==> src/rtl/systolic_ws_ctrl_pkg.sv <==
// Shared types and constants for the weight-stationary array sequencer.
// Holds the sequencer state encoding, the PE datapath widths and an address-width helper.
package systolic_ws_ctrl_pkg;

  typedef enum logic [2:0] {
    ST_IDLE,
    ST_LOAD_W,
    ST_COMPUTE,
    ST_DRAIN,
    ST_DONE
  } ctrl_state_e;

  localparam int ACT_W = 8;
  localparam int ACC_W = 32;
  localparam int WGT_W = 8;

  // Bits needed to index n entries (0..n-1); never narrower than one bit.
  function automatic int addr_w(input int n);
    return (n > 1) ? $clog2(n) : 1;
  endfunction

endpackage

==> src/rtl/systolic_ws_ctrl_if.sv <==
// Command and array/buffer strobe bundle of the weight-stationary sequencer.
// The master side issues tiles; the slave side is the sequencer itself.
interface systolic_ws_ctrl_if
  import systolic_ws_ctrl_pkg::*;
#(
  parameter int ROWS  = 8,
  parameter int CNT_W = 16
) ();

  logic                      start;
  logic                      reuse_weights;
  logic [CNT_W-1:0]          num_vectors;
  logic                      busy;
  logic                      done;
  logic                      w_rd_en;
  logic [addr_w(ROWS)-1:0]   w_rd_addr;
  logic                      act_rd_en;
  logic [CNT_W-1:0]          act_rd_addr;
  logic                      pe_en;
  logic                      pe_w_en;
  logic                      out_valid;
  logic [CNT_W-1:0]          out_addr;

  modport master (
    output start, reuse_weights, num_vectors,
    input  busy, done, w_rd_en, w_rd_addr, act_rd_en, act_rd_addr,
    input  pe_en, pe_w_en, out_valid, out_addr
  );

  modport slave (
    input  start, reuse_weights, num_vectors,
    output busy, done, w_rd_en, w_rd_addr, act_rd_en, act_rd_addr,
    output pe_en, pe_w_en, out_valid, out_addr
  );

endinterface

==> src/rtl/systolic_ws_ctrl_delay_line.sv <==
// Resettable fixed-depth shift register used to align strobes with buffer and array latency.
// data_pre exposes the value data_out will take on the next clock.
module ctrl_delay_line
  import systolic_ws_ctrl_pkg::*;
#(
  parameter int DEPTH = 1,
  parameter int WIDTH = 1
) (
  input  logic             CLK,
  input  logic             RESET,
  input  logic [WIDTH-1:0] data_in,
  output logic [WIDTH-1:0] data_out,
  output logic [WIDTH-1:0] data_pre
);

  logic [DEPTH-1:0][WIDTH-1:0] stage_reg;

  generate
    for (genvar gi = 0; gi < DEPTH; gi++) begin : g_stage
      if (gi == 0) begin : g_head
        always_ff @(posedge CLK) begin
          if (RESET) stage_reg[gi] <= '0;
          else       stage_reg[gi] <= data_in;
        end
      end else begin : g_tail
        always_ff @(posedge CLK) begin
          if (RESET) stage_reg[gi] <= '0;
          else       stage_reg[gi] <= stage_reg[gi-1];
        end
      end
    end

    if (DEPTH == 1) begin : g_pre_direct
      assign data_pre = data_in;
    end else begin : g_pre_tap
      assign data_pre = stage_reg[DEPTH-2];
    end
  endgenerate

  assign data_out = stage_reg[DEPTH-1];

endmodule

==> src/rtl/systolic_ws_ctrl.sv <==
// Tile sequencer for a weight-stationary PE array: weight shift-in, activation streaming,
// pipeline drain and per-row result flagging, one tile per accepted start.
module systolic_ws_ctrl
  import systolic_ws_ctrl_pkg::*;
#(
  parameter int ROWS     = 8,
  parameter int COLS     = 8,
  parameter int CNT_W    = 16,
  parameter int MEM_LAT  = 1,
  parameter int PIPE_LAT = ROWS + COLS - 1
) (
  input logic               CLK,
  input logic               RESET,
  systolic_ws_ctrl_if.slave bus
);

  localparam int W_ADDR_W  = addr_w(ROWS);
  localparam int DRAIN_LEN = MEM_LAT + PIPE_LAT;
  localparam int DRN_W     = addr_w(DRAIN_LEN);

  localparam logic [W_ADDR_W-1:0] W_ADDR_TOP = W_ADDR_W'(ROWS - 1);
  localparam logic [DRN_W-1:0]    DRN_FULL   = DRN_W'(DRAIN_LEN - 1);
  localparam logic [DRN_W-1:0]    DRN_WGT    = DRN_W'(MEM_LAT - 1);

  ctrl_state_e         state_reg;
  logic [CNT_W-1:0]    m_reg;
  logic                w_rd_en_reg;
  logic [W_ADDR_W-1:0] w_rd_addr_reg;
  logic                act_rd_en_reg;
  logic [CNT_W-1:0]    act_rd_addr_reg;
  logic [DRN_W-1:0]    drain_cnt_reg;
  logic                busy_reg;
  logic                done_reg;
  logic                pe_en_reg;

  logic [CNT_W+1:0]    align_out;
  logic [CNT_W+1:0]    align_pre;
  logic [CNT_W:0]      pipe_out;
  logic [CNT_W:0]      pipe_pre_unused;
  logic [CNT_W-1:0]    align_pre_addr_unused;

  logic                pe_w_pre;
  logic                act_pre;
  logic                act_vld;
  logic [CNT_W-1:0]    act_addr;

  assign pe_w_pre              = align_pre[CNT_W+1];
  assign act_pre               = align_pre[CNT_W];
  assign align_pre_addr_unused = align_pre[CNT_W-1:0];
  assign act_vld               = align_out[CNT_W];
  assign act_addr              = align_out[CNT_W-1:0];

  always_ff @(posedge CLK) begin
    if (RESET) begin
      state_reg       <= ST_IDLE;
      m_reg           <= '0;
      w_rd_en_reg     <= 1'b0;
      w_rd_addr_reg   <= '0;
      act_rd_en_reg   <= 1'b0;
      act_rd_addr_reg <= '0;
      drain_cnt_reg   <= '0;
      busy_reg        <= 1'b0;
      done_reg        <= 1'b0;
      pe_en_reg       <= 1'b0;
    end else begin
      // Array enable latches on at the first data arrival and holds until the tile ends.
      pe_en_reg <= pe_en_reg | pe_w_pre | act_pre;
      case (state_reg)
        ST_IDLE: begin
          pe_en_reg <= 1'b0;
          if (bus.start) begin
            m_reg    <= bus.num_vectors;
            busy_reg <= 1'b1;
            if (!bus.reuse_weights) begin
              state_reg     <= ST_LOAD_W;
              w_rd_en_reg   <= 1'b1;
              w_rd_addr_reg <= W_ADDR_TOP;
            end else if (bus.num_vectors != '0) begin
              state_reg       <= ST_COMPUTE;
              act_rd_en_reg   <= 1'b1;
              act_rd_addr_reg <= '0;
            end else begin
              state_reg     <= ST_DRAIN;
              drain_cnt_reg <= '0;
            end
          end
        end

        ST_LOAD_W: begin
          if (w_rd_addr_reg == '0) begin
            w_rd_en_reg <= 1'b0;
            if (m_reg != '0) begin
              state_reg       <= ST_COMPUTE;
              act_rd_en_reg   <= 1'b1;
              act_rd_addr_reg <= '0;
            end else begin
              // No activations: only wait for the last weight row to reach the array.
              state_reg     <= ST_DRAIN;
              drain_cnt_reg <= DRN_WGT;
            end
          end else begin
            w_rd_addr_reg <= w_rd_addr_reg - W_ADDR_W'(1);
          end
        end

        ST_COMPUTE: begin
          if (act_rd_addr_reg == m_reg - CNT_W'(1)) begin
            state_reg       <= ST_DRAIN;
            act_rd_en_reg   <= 1'b0;
            act_rd_addr_reg <= '0;
            drain_cnt_reg   <= DRN_FULL;
          end else begin
            act_rd_addr_reg <= act_rd_addr_reg + CNT_W'(1);
          end
        end

        ST_DRAIN: begin
          if (drain_cnt_reg == '0) begin
            state_reg <= ST_DONE;
            done_reg  <= 1'b1;
            pe_en_reg <= 1'b0;
          end else begin
            drain_cnt_reg <= drain_cnt_reg - DRN_W'(1);
          end
        end

        ST_DONE: begin
          state_reg <= ST_IDLE;
          done_reg  <= 1'b0;
          busy_reg  <= 1'b0;
          pe_en_reg <= 1'b0;
        end

        default: state_reg <= ST_IDLE;
      endcase
    end
  end

  // Buffer read latency: strobes and address line up with data at the array input.
  ctrl_delay_line #(
    .DEPTH (MEM_LAT),
    .WIDTH (CNT_W + 2)
  ) u_mem_align (
    .CLK      (CLK),
    .RESET    (RESET),
    .data_in  ({w_rd_en_reg, act_rd_en_reg, act_rd_addr_reg}),
    .data_out (align_out),
    .data_pre (align_pre)
  );

  // Array plus skew/deskew latency from array input to output-buffer write port.
  ctrl_delay_line #(
    .DEPTH (PIPE_LAT),
    .WIDTH (CNT_W + 1)
  ) u_pipe_align (
    .CLK      (CLK),
    .RESET    (RESET),
    .data_in  ({act_vld, act_addr}),
    .data_out (pipe_out),
    .data_pre (pipe_pre_unused)
  );

  assign bus.busy        = busy_reg;
  assign bus.done        = done_reg;
  assign bus.w_rd_en     = w_rd_en_reg;
  assign bus.w_rd_addr   = w_rd_addr_reg;
  assign bus.act_rd_en   = act_rd_en_reg;
  assign bus.act_rd_addr = act_rd_addr_reg;
  assign bus.pe_en       = pe_en_reg;
  assign bus.pe_w_en     = align_out[CNT_W+1];
  assign bus.out_valid   = pipe_out[CNT_W];
  assign bus.out_addr    = pipe_out[CNT_W-1:0];

endmodule

==> src/flat_wrapper.sv <==
// flat-port wrapper written by rule: the top's interface ports become plain ports
module systolic_ws_ctrl_flat import systolic_ws_ctrl_pkg::*;
#(
  parameter int ROWS     = 8,
  parameter int COLS     = 8,
  parameter int CNT_W    = 16,
  parameter int MEM_LAT  = 1,
  parameter int PIPE_LAT = ROWS + COLS - 1
)
  (CLK, RESET, bus_start, bus_reuse_weights, bus_num_vectors, bus_busy, bus_done, bus_w_rd_en, bus_w_rd_addr, bus_act_rd_en, bus_act_rd_addr, bus_pe_en, bus_pe_w_en, bus_out_valid, bus_out_addr);
  systolic_ws_ctrl_if #(.ROWS(ROWS), .CNT_W(CNT_W)) bus_i ();
  input logic CLK;
  input logic RESET;
  input wire logic [$bits(bus_i.start)-1:0] bus_start;
  input wire logic [$bits(bus_i.reuse_weights)-1:0] bus_reuse_weights;
  input wire logic [$bits(bus_i.num_vectors)-1:0] bus_num_vectors;
  output wire logic [$bits(bus_i.busy)-1:0] bus_busy;
  output wire logic [$bits(bus_i.done)-1:0] bus_done;
  output wire logic [$bits(bus_i.w_rd_en)-1:0] bus_w_rd_en;
  output wire logic [$bits(bus_i.w_rd_addr)-1:0] bus_w_rd_addr;
  output wire logic [$bits(bus_i.act_rd_en)-1:0] bus_act_rd_en;
  output wire logic [$bits(bus_i.act_rd_addr)-1:0] bus_act_rd_addr;
  output wire logic [$bits(bus_i.pe_en)-1:0] bus_pe_en;
  output wire logic [$bits(bus_i.pe_w_en)-1:0] bus_pe_w_en;
  output wire logic [$bits(bus_i.out_valid)-1:0] bus_out_valid;
  output wire logic [$bits(bus_i.out_addr)-1:0] bus_out_addr;
  assign bus_i.start = bus_start;
  assign bus_i.reuse_weights = bus_reuse_weights;
  assign bus_i.num_vectors = bus_num_vectors;
  assign bus_busy = bus_i.busy;
  assign bus_done = bus_i.done;
  assign bus_w_rd_en = bus_i.w_rd_en;
  assign bus_w_rd_addr = bus_i.w_rd_addr;
  assign bus_act_rd_en = bus_i.act_rd_en;
  assign bus_act_rd_addr = bus_i.act_rd_addr;
  assign bus_pe_en = bus_i.pe_en;
  assign bus_pe_w_en = bus_i.pe_w_en;
  assign bus_out_valid = bus_i.out_valid;
  assign bus_out_addr = bus_i.out_addr;
  systolic_ws_ctrl #(.ROWS(ROWS), .COLS(COLS), .CNT_W(CNT_W), .MEM_LAT(MEM_LAT), .PIPE_LAT(PIPE_LAT)) u_core (.CLK(CLK), .RESET(RESET), .bus(bus_i));
endmodule
==> config.mk <==
export PLATFORM = sky130hd
export DESIGN_NAME = systolic_ws_ctrl_flat
export DESIGN_NICKNAME = d
export VERILOG_FILES = /design/src/rtl/systolic_ws_ctrl_pkg.sv /design/src/rtl/systolic_ws_ctrl_if.sv /design/src/rtl/systolic_ws_ctrl_delay_line.sv /design/src/rtl/systolic_ws_ctrl.sv /design/src/flat_wrapper.sv
export SDC_FILE = /design/constraint.sdc
export NUM_CORES = 1
export LEC_CHECK = 0
export ABC_AREA = 1
export CAP_MARGIN = 10
export CORE_MARGIN = 4
export CORE_UTILIZATION = 35
export DETAILED_ROUTE_END_ITERATION = 7
export MAX_ROUTING_LAYER = met4
export SETUP_SLACK_MARGIN = 0.5
export SYNTH_ARGS = -nofsm -noshare
export SYNTH_HDL_FRONTEND = slang
export SYNTH_SLANG_ARGS = --single-unit
==> constraint.sdc <==
create_clock -name CLK -period 2.7 [get_ports CLK]
set_clock_uncertainty 0.2 [all_clocks]
set_input_delay 0.675 -clock CLK [delete_from_list [all_inputs] [get_ports CLK]]
set_output_delay 0.675 -clock CLK [all_outputs]
set_load 0.05 [all_outputs]
==> results.py <==
metrics = {
    "route": {
        "wirelength_um": 16600,
        "viasPerCell": 3.94,
        "drt_pre_antenna_iters": 4,
        "drc": 0,
        "vias": 6903,
        "routed_wire_length_per_instance_um": 9.50,
        "drtIter0Drc": 294,
        "ant_nets": 0,
    },
    "placement": {
        "place_inst": 1684,
        "placed_area_um2": 11500,
        "dp_hpwl_um": 10500,
        "place_congestion": 0.821,
        "io_buffers": 61,
    },
    "clocking": {
        "clk_latency_ns": 0.55,
        "cts_tree": "yes",
        "cts_root_buffer": "clkbuf_16",
        "htreeDepth": 1,
        "cts_inserted_buffers": 31,
        "cts.sinks": 320,
        "cts-hold-fix-buffers": 0,
        "clkTransAtPathRegs_ns": 0.06,
        "clockBufferDepth": 3,
    },
    "synthesis": {
        "syn_nets": 1297,
        "async_flop_share": 0,
        "yosys-top-cells-count": "nor2_1, dfxtp_1, inv_1",
        "syn_area_per_cell_um2": 8.29,
        "yosysUniqueCellTypes": 34,
        "synthFlopType": "dfxtp_1",
        "yosys.area.top_type_share": 0.608,
        "synth_most_common_cell": "nor2_1",
        "synth-edff-count": 0,
        "ys_seq_area_frac": 0.608,
        "yosys.area.top_type": "dfxtp_1",
        "syn_inst": 1272,
        "yosys_warnings": 0,
        "synth_seq_cells": 320,
        "syn_area_um2": 10500,
        "synth.area.top_cells": "dfxtp_1, nor2_1, inv_1, nand2_1, a21oi_1",
    },
    "global_route": {
        "grt_first_pass_wirelength_um": 28000,
        "antenna_found_initial": 0,
        "grt_use_total": 0.101,
        "globalRoute.totalOverflow": 0,
        "grt_pass1_vias": 6177,
        "grt_max_degree": 134,
    },
    "worst_setup_path": {
        "worst_setup_path_end_kind": "flip-flop",
        "cp_slowest_cell": "dfxtp_2",
        "crit_start": "u_core.m_reg[1]",
        "start_kind": "flip-flop",
        "cp_common_cell": "nand2_4",
        "r2r_slack_ns": 0.52,
        "cp.arrival_ns": 2.42,
        "crit_chain": "inv_2 > ha_4 > buf_4 > xnor2_1 > xor2_1 > inv_1 > nand4_1 > nor2_2 > nand3_2 > nand2_4 > nand2_4 > nand2_4 > nor2_1",
        "criticalPathCategory": "flip-flop to flip-flop",
        "r2r_cells": 13,
        "slowest_delay_ns": 0.36,
        "worstReg2RegStart": "u_core.m_reg[1]",
        "critPathMaxFanout": 7,
        "cp.required_ns": 2.94,
        "r2r_end": "u_core.bus.act_rd_addr[13]",
    },
    "power": {
        "power_mw": 11.2,
        "combPwrFrac": 0.142,
        "power.density_nw_per_um2": 867,
        "pwr-share-clk": 0.415,
        "vdd_drop_max_uv": 497,
        "p_seq_frac": 0.443,
        "switching_power_mw": 2.82,
        "intPower_mw": 8.38,
        "power_leakage_nw": 5.08,
        "swShare": 0.252,
    },
    "min_path": {
        "worst_hold_path_type": "flip-flop to flip-flop",
        "holdPathEnd": "u_core.u_pipe_align.stage_reg[39]",
        "hold_depth": 2,
        "worst_hold_startpoint": "u_core.u_pipe_align.stage_reg[22]",
    },
    "finish": {
        "fin_nets": 1365,
        "drive_gt1_frac": 0.144,
        "design_area_um2": 12900,
        "largest_reg_flops": 221,
        "filler_cell_count": 2955,
        "antenna_cells": 0,
        "final_cells": 1753,
        "syn_to_final_growth_pct": 22.5,
    },
    "floorplanning": {
        "start_util": 0.356,
        "boundaryPins": 62,
        "dieArea_um2": 33000,
        "core_um2": 29600,
        "die-height_um": 182,
        "die_w_um": 182,
        "rows": 63,
    },
    "sta": {
        "min_period_ns": 2.18,
        "tightest_slew_ns": 0.689,
        "tns_ns": 0,
        "min_period_over_period": 0.809,
        "setup_violations": 0,
        "holdWs_ns": 0.197,
        "timing.final.hold_violations": 0,
        "max_freq_ghz": 0.458,
        "slew_headroom": 0.541,
        "rsz0062_at_grt": "yes",
        "slew_viol_final": 0,
    },
    "run_status": {
        "outcome": "complete, no violations",
    },
    "run": {
        "maxCapViolations": 0,
    },
}
## what timing repair did
action                     4_1_cts  5_1_grt
setup endpoints to repair       60       28
cloned                           0        1
resized for setup              164       67
pin swaps                        2       18
buffers inserted                 5        7
## through the flow
stage / setup slack [ns] / utilization
floorplan: 0.500 / -
global placement: -0.0391 / 0.389
detailed placement: -0.0871 / 0.389
CTS: 0.415 / 0.428
global route: 0.389 / 0.436
finish: 0.516 / 0.436
## routing by layer
| layer | part of all wire | vias up | global-route usage |
|---|---|---|---|
| met2 | 0.46 | 99 | 0.166 |
| met3 | 0.044 | 33 | 0.0210 |
| met4 | 0.024 | 0 | 0.0258 |
| met1 | 0.47 | 3008 | 0.126 |
| li1 | - | 3763 | - |
| met5 | 0 | - | - |
## worst max-delay path: cells and delay by family (launching register included)
| kind | cells | cell delay, ns |
|---|---|---|
| xor gates and xnor gates | 2 | 0.27 |
| buffers and inverters | 3 | 0.27 |
| and+or+nand+nor | 7 | 0.79 |
| DFF | 1 | 0.36 |
| adders and majority gates | 1 | 0.19 |
## cells by family (layout without fill, tap and decap cells)
kind of cell	after synthesis	count (layout)	share of synthesized area
simple gates	485	486	0.192
fa+ha+maj	5	5	0.00594
flops	320	320	0.608
xor+xnor	30	30	0.0249
compound gates	63	63	0.0307
buf+inv	369	459	0.139
## area by class of cell
cell class              instances  area (um2)  area share
inverters                     313        1180      0.0914
well taps                     390         488      0.0378
repair buffers                 90         822      0.0637
clock inverters                10         219      0.0170
clock buffers                  46         922      0.0714
flip-flops and latches        320        6430       0.498
multi-input cells             584        2850       0.221
## cells in the final DEF (no fill, tap or decap), types with 2 or more instances in the layout
cell,instances
dfxtp_1,305
nand3_2,4
buf_2,14
a31oi_1,2
xor2_1,16
xnor2_1,13
buf_4,28
buf_12,3
dfxtp_2,12
inv_1,306
nor2_1,313
clkinv_2,2
nand2_2,6
inv_2,3
clkbuf_16,31
nor3_2,3
clkinv_1,2
nand3_1,29
a21oi_2,2
clkbuf_8,10
ha_1,4
clkdlybuf4s50_1,18
nor2_4,8
bufinv_16,6
o21ai_0,24
a21oi_1,32
nand2_4,9
dfxtp_4,3
nor3_1,7
clkdlybuf4s15_2,23
nand2_1,78
inv_4,2
clkbuf_1,6
nor2_2,16
nand4_1,5
## worst max-delay path by stage
stage,to,slack (ns)
CTS,bus_act_rd_addr[10],0.42
finish,u_core.bus.act_rd_addr[13],0.52
global route,u_core.bus.act_rd_addr[13],0.39
global placement,u_core.bus.act_rd_addr[8],-0.04
floorplan,u_core.bus.act_rd_addr[13],0.50
detailed placement,u_core.bus.act_rd_addr[8],-0.09
## power by group through the flow
stage | sequential, mW | clock [mW] | combinational [mW]
global route | 4.97 | 5.03 | 1.76
floorplan | 5.13 | 0 | 0.911
CTS | 4.94 | 4.80 | 1.43
global placement | 5.05 | 0 | 1.38
finish | 4.96 | 4.65 | 1.59
detailed placement | 5.05 | 0 | 1.39
No activity file was read; power rests on OpenSTA's default activity.
